### src/rtl/uart_tx_arbiter.sv
// uart_tx_arbiter
// Shares one UART_TX serializer among g_Num_Req byte producers. A pending
// requester is picked, its byte is latched and a single-cycle DV strobe is
// issued. The serializer has no busy/done output, so the arbiter times each
// frame itself and only issues again once the serializer must be idle.
//
// Build option: define UART_TX_ARBITER_FIXED_PRIO_EN to replace round-robin
// selection with fixed priority (lowest set index always wins).
module uart_tx_arbiter #(
   parameter int g_Num_Req      = 4,
   parameter int g_Clks_Per_Bit = 217,
   parameter int g_Gap_Clks     = 0
) (
   input  logic                         i_Clk,
   input  logic                         i_Rst_n,
   input  logic [g_Num_Req-1:0]         i_Req_DV,
   input  logic [8*g_Num_Req-1:0]       i_Req_Data,
   output logic [g_Num_Req-1:0]         o_Req_Ack,
   output logic                         o_TX_DV,
   output logic [7:0]                   o_TX_Byte,
   output logic [$clog2(g_Num_Req)-1:0] o_Grant_Idx,
   output logic                         o_Busy
);

   localparam int IDX_W = $clog2(g_Num_Req);
   // Serializer DV-to-idle time plus the configured idle gap.
   localparam int FRAME = 10 * g_Clks_Per_Bit + 2 + g_Gap_Clks;
   localparam int CNT_W = $clog2(FRAME + 1);

   localparam logic [CNT_W-1:0] CNT_FRAME  = CNT_W'(FRAME);
   localparam logic [CNT_W-1:0] CNT_RELOAD = CNT_W'(FRAME - 1);
   localparam logic [CNT_W-1:0] CNT_ONE    = CNT_W'(1);
   localparam logic [IDX_W-1:0] IDX_LAST   = IDX_W'(g_Num_Req - 1);

   typedef enum logic [1:0] {
      ST_IDLE  = 2'd0,
      ST_ISSUE = 2'd1,
      ST_WAIT  = 2'd2
   } state_t;

   state_t               state_q, state_d;
   logic [CNT_W-1:0]     cnt_q, cnt_d;
   logic                 tx_dv_q, tx_dv_d;
   logic [g_Num_Req-1:0] ack_q, ack_d;
   logic [7:0]           byte_q, byte_d;
   logic [IDX_W-1:0]     grant_q, grant_d;
   logic                 busy_q, busy_d;

   logic                 sel_found_s;
   logic [IDX_W-1:0]     sel_idx_s;
   logic [IDX_W-1:0]     cand_s;
   logic [7:0]           req_byte_s [g_Num_Req];

   for (genvar g = 0; g < g_Num_Req; g++) begin : g_unpack
      assign req_byte_s[g] = i_Req_Data[8*g +: 8];
   end

   // Pick the winning requester among those currently pending.
   always_comb begin
      sel_found_s = 1'b0;
      sel_idx_s   = '0;
      cand_s      = '0;
      for (int k = 0; k < g_Num_Req; k++) begin
`ifdef UART_TX_ARBITER_FIXED_PRIO_EN
         // Lowest index first; the last grant plays no part.
         cand_s = IDX_W'(k);
`else
         // Search upward from the slot after the last grant, wrapping.
         if ((int'(grant_q) + 1 + k) >= g_Num_Req) begin
            cand_s = IDX_W'(int'(grant_q) + 1 + k - g_Num_Req);
         end else begin
            cand_s = IDX_W'(int'(grant_q) + 1 + k);
         end
`endif
         if (!sel_found_s && i_Req_DV[cand_s]) begin
            sel_found_s = 1'b1;
            sel_idx_s   = cand_s;
         end else begin
            sel_found_s = sel_found_s;
            sel_idx_s   = sel_idx_s;
         end
      end
   end

   // Next-state and next-output logic; outputs are computed one cycle ahead
   // so every port is driven straight from a flop.
   always_comb begin
      state_d = state_q;
      cnt_d   = cnt_q;
      tx_dv_d = 1'b0;
      ack_d   = '0;
      byte_d  = byte_q;
      grant_d = grant_q;
      case (state_q)
         ST_IDLE: begin
            if (sel_found_s) begin
               state_d          = ST_ISSUE;
               tx_dv_d          = 1'b1;
               ack_d[sel_idx_s] = 1'b1;
               byte_d           = req_byte_s[sel_idx_s];
               grant_d          = sel_idx_s;
            end else begin
               state_d = ST_IDLE;
            end
         end
         ST_ISSUE: begin
            state_d = ST_WAIT;
            cnt_d   = CNT_RELOAD;
         end
         ST_WAIT: begin
            // Requests are not looked at until the frame time has elapsed.
            if (cnt_q == '0) begin
               state_d = ST_IDLE;
            end else begin
               cnt_d = cnt_q - CNT_ONE;
            end
         end
         default: begin
            // Unknown encoding: assume a frame may be in flight and wait it out.
            state_d = ST_WAIT;
            cnt_d   = CNT_FRAME;
         end
      endcase
      busy_d = (state_d != ST_IDLE);
   end

   // State and output registers. Reset parks in WAIT for a full frame because
   // the serializer keeps running through our reset.
   always_ff @(posedge i_Clk or negedge i_Rst_n) begin
      if (!i_Rst_n) begin
         state_q <= ST_WAIT;
         cnt_q   <= CNT_FRAME;
         tx_dv_q <= 1'b0;
         ack_q   <= '0;
         byte_q  <= 8'h00;
         grant_q <= IDX_LAST;
         busy_q  <= 1'b1;
      end else begin
         state_q <= state_d;
         cnt_q   <= cnt_d;
         tx_dv_q <= tx_dv_d;
         ack_q   <= ack_d;
         byte_q  <= byte_d;
         grant_q <= grant_d;
         busy_q  <= busy_d;
      end
   end

   assign o_Req_Ack   = ack_q;
   assign o_TX_DV     = tx_dv_q;
   assign o_TX_Byte   = byte_q;
   assign o_Grant_Idx = grant_q;
   assign o_Busy      = busy_q;

endmodule

### config.mk
export PLATFORM = sky130hd
export DESIGN_NAME = uart_tx_arbiter
export DESIGN_NICKNAME = d
export VERILOG_FILES = /design/src/rtl/uart_tx_arbiter.sv
export SDC_FILE = /design/constraint.sdc
export NUM_CORES = 1
export LEC_CHECK = 0
export BUFFER_PORTS_ARGS = -buffer_cell sky130_fd_sc_hd__buf_4
export CAP_MARGIN = 25
export CORE_MARGIN = 5
export CORE_UTILIZATION = 40
export DETAILED_ROUTE_END_ITERATION = 6
export GPL_TIMING_DRIVEN = 0
export PLACE_DENSITY = 0.63
export SETUP_SLACK_MARGIN = 0.5
export SLEW_MARGIN = 30
export SYNTH_ARGS = -nofsm -noshare
export SYNTH_HDL_FRONTEND = slang
export SYNTH_SLANG_ARGS = --single-unit
### constraint.sdc
create_clock -name i_Clk -period 2.1 [get_ports i_Clk]
set_input_delay 0.42 -clock i_Clk [delete_from_list [all_inputs] [get_ports i_Clk]]
set_output_delay 0.42 -clock i_Clk [all_outputs]
set_load 0.03 [all_outputs]
==> results.md <==
- ANT cells: 0
- RR Endpoint: o_TX_Byte[3]
- Via Count: 1,643
- Wire per inst: 15.7 µm
- # nets final: just under 300
- CTS Buf Count: 5
- Final setup vio count: 0
- Clock tree buffer depth: 2
- Peak VDD IR: 0.419 mV
- Clock skew: about 0.0047 ns
- R2R Path Start: o_Grant_Idx[1]
- Buffers on Ports: 53
- Worst-Skew Late Latency: 0.28 ns
- Leak pwr: between 1 and 1.5 nW
- Fin crit share: 0.817
- CP startpoint kind: flip-flop
- Netlist cell types: 40
- Vias/cell: around 5.3
- CP max FO: 5
- Clock transition at path regs: roughly 0.060 ns
- Max-Cap Viols: 0
- FP Rows: 24
- Remaining Overflow, GRT: 0
- Hold WS: 0.0595 ns
- Fin. Hold Viols: 0
- Net Count, Synth: 218
- Vias in the first global route: 1,542
- GP Congestion: around 0.75
- R2R Setup Slk: between 0.3 and 0.4 ns
- Chip width: 76.7 µm
- Initial Util: 0.411
- Reg area: 763 µm²
- Fill cells: 364
- Synth area leaders: dfrtp_1 (28%), dfstp_2 (15%), mux2i_1 (10%), o221ai_1 (4.4%), nand2_1 (4.0%)
- Post-DP HPWL: 3.18 mm
- Post-synthesis sequential area ratio: 0.429
- Initial antenna violation count: 0
- Worst EP required: approximately 2.3 ns
- Synth top area share: 0.281
- Cell taking the most area after synthesis: dfrtp_1
- Worst setup EP type: flip-flop
- H-tree levels: 2
- Power Density: 446 nW/µm²
- DRT Pass-1 Iters: 4
- GRT Total Usage: 0.163
- # IOs: 54
- Setup crit end: o_TX_Byte[3]
- Worst reg2reg path depth: 7
- Area occupied by multi-input gates: 1110 µm²
- WL final: 4.85 mm
- Status: finished clean
- Worst rel slew slack: 0.692
- Hold Buf Count CTS: 0
- Yosys warning total: 0
- CP Data Arrival Time: 1.87 ns
- Root Driver: clkbuf_8
- Min Tclk post-route: about 1.7 ns
- Layout cell share with drive strength beyond 1: 0.555
- DRC: 0
- Core ar.: 4320 µm²
- Die area: 5880 µm²
- P&R area growth vs syn: 54.0%
- DRT iter0 DRCs: 44
- Worst Path Class, Setup: reg -> reg
- Largest net degree at the start of global routing: 31
- CTS tree: yes
- Peak Freq: ~0.58 GHz
- CTS sink count: 30
- Yosys reg bits: 30
- Worst-Margin Slew: 0.462 ns
- Mean Syn Cell Area: approximately 10 µm²
- TNS Setup: 0 ns
- Die height: roughly 77 µm
- Slew Limit Fails: 0
- First-pass GRT wire length: 7.80 mm
- Crit path from: o_Grant_Idx[1]
- Post-DRT Antenna Nets: 0
- Mapped Area: 1780 µm²
- Mapped Cells: 175
- Worst Hold Class: in -> async
- RSZ-0062 raised after global routing: true
==> worst min path at each step <==
stage	slack [ns]	startpoint	endpoint	depth (start not counted)
2_1_floorplan	0.12	i_Rst_n	cnt_q[0]	0
3_3_place_gp	0.37	i_Rst_n	cnt_q[1]	1
3_5_place_dp	0.37	i_Rst_n	cnt_q[1]	1
4_1_cts	0.07	i_Rst_n	cnt_q[10]	1
5_1_grt	0.08	i_Rst_n	cnt_q[10]	1
6_report	0.06	i_Rst_n	cnt_q[10]	1
==> metal layers <==
layer | track usage | wire (µm)
met4 | 0.0332 | 31
met3 | 0.0574 | 226
met2 | 0.253 | 2400
met5 | 0 | 0
met1 | 0.220 | 2190
==> area by class of cell <==
type | instances | area share
inverter | 11 | 0.0165
buffer | 7 | 0.0251
sequential | 30 | 0.279
clock buffer | 7 | 0.0315
clock inverter | 1 | 0.00183
timing repair buffer | 73 | 0.218
tap | 52 | 0.0238
multi-input combinational | 127 | 0.405
==> per-stage QoR <==
step | worst slack, ns | utilization | area [µm²] | power [mW] | instances
finish | 0.385 | 0.633 | 2740 | 1.22 | 308
global route | 0.302 | 0.633 | 2740 | 1.28 | 308
CTS | 0.365 | 0.594 | 2570 | 1.23 | 302
detailed placement | 0.296 | 0.520 | 2250 | 0.722 | 280
global placement | 0.319 | 0.520 | 2250 | 0.721 | 280
floorplan | 0.401 | - | 1780 | 0.646 | 175
==> kinds of logic (layout without fill, tap and decap cells) <==
family	count (synthesis)	after routing	share of synthesized area
compound gates	53	53	0.213
flops	30	30	0.429
simple gates	51	51	0.167
buf+inv	18	99	0.0535
mux	18	18	0.101
fa+ha+maj	5	5	0.0352
==> critical path: stages (launching register included) <==
cell and delay, ns:
dfstp_2 0.56, nand2b_4 0.13, a21oi_2 0.06, o221ai_4 0.22, buf_6 0.14, buf_8 0.12, mux2i_2 0.24, o221ai_2 0.11
==> repair_timing <==
item,in CTS,in global routing
pin swaps,6,18
endpoints found under the setup margin,25,25
cloned,2,0
setup buffers,12,6
gates resized for setup,25,33
==> cells in the final DEF, fill, tap and decap left out, types with 3 or more instances in the layout <==
cell type	synthesis	layout
a21oi_1	8	7
a31oi_1	7	5
buf_4	0	68
buf_6	2	6
clkbuf_8	0	6
dfrtp_1	20	20
dfstp_2	10	10
inv_1	10	6
inv_2	1	4
mux2i_1	18	15
mux2i_2	0	3
nand2_1	19	15
nand2_2	0	4
nand2b_1	6	5
nand3_1	4	4
nor2_1	8	7
o21ai_0	11	6
o21ai_2	0	7
o221ai_1	9	7
==> power breakdown <==
part | total (mW) | switching [mW] | internal (mW)
clock network | 0.479 | 0.215 | 0.264
logic | 0.163 | 0.0638 | 0.0988
registers | 0.579 | 0 | 0.579
==> cell usage after synthesis, drive strengths merged <==
library cell and number:
a22oi 1, o211ai 2, and3 1, nand2b 6, o31ai 3, nor3 4
dfstp 10, and2b 1, nor4 1, nand4b 2, buf 4, o41ai 2
mux2i 18, clkbuf 3, nand3 4, nand3b 1, and2 1, a21oi 9
dfrtp 20, o22ai 2, a31oi 7, nor2b 2, o21ai 16, ha 5
nand2 19, nor4b 1, nor2 8, o221ai 10, inv 11, o21bai 1
==> state kept, by name, summed over array words and instances, names as in the netlist <==
signal	cells
cnt_q	12
o_TX_Byte	8
o_Req_Ack	4
o_Grant_Idx	2
state_q	2
o_Busy	1
o_TX_DV	1
No activity file was read; power rests on OpenSTA's default activity.
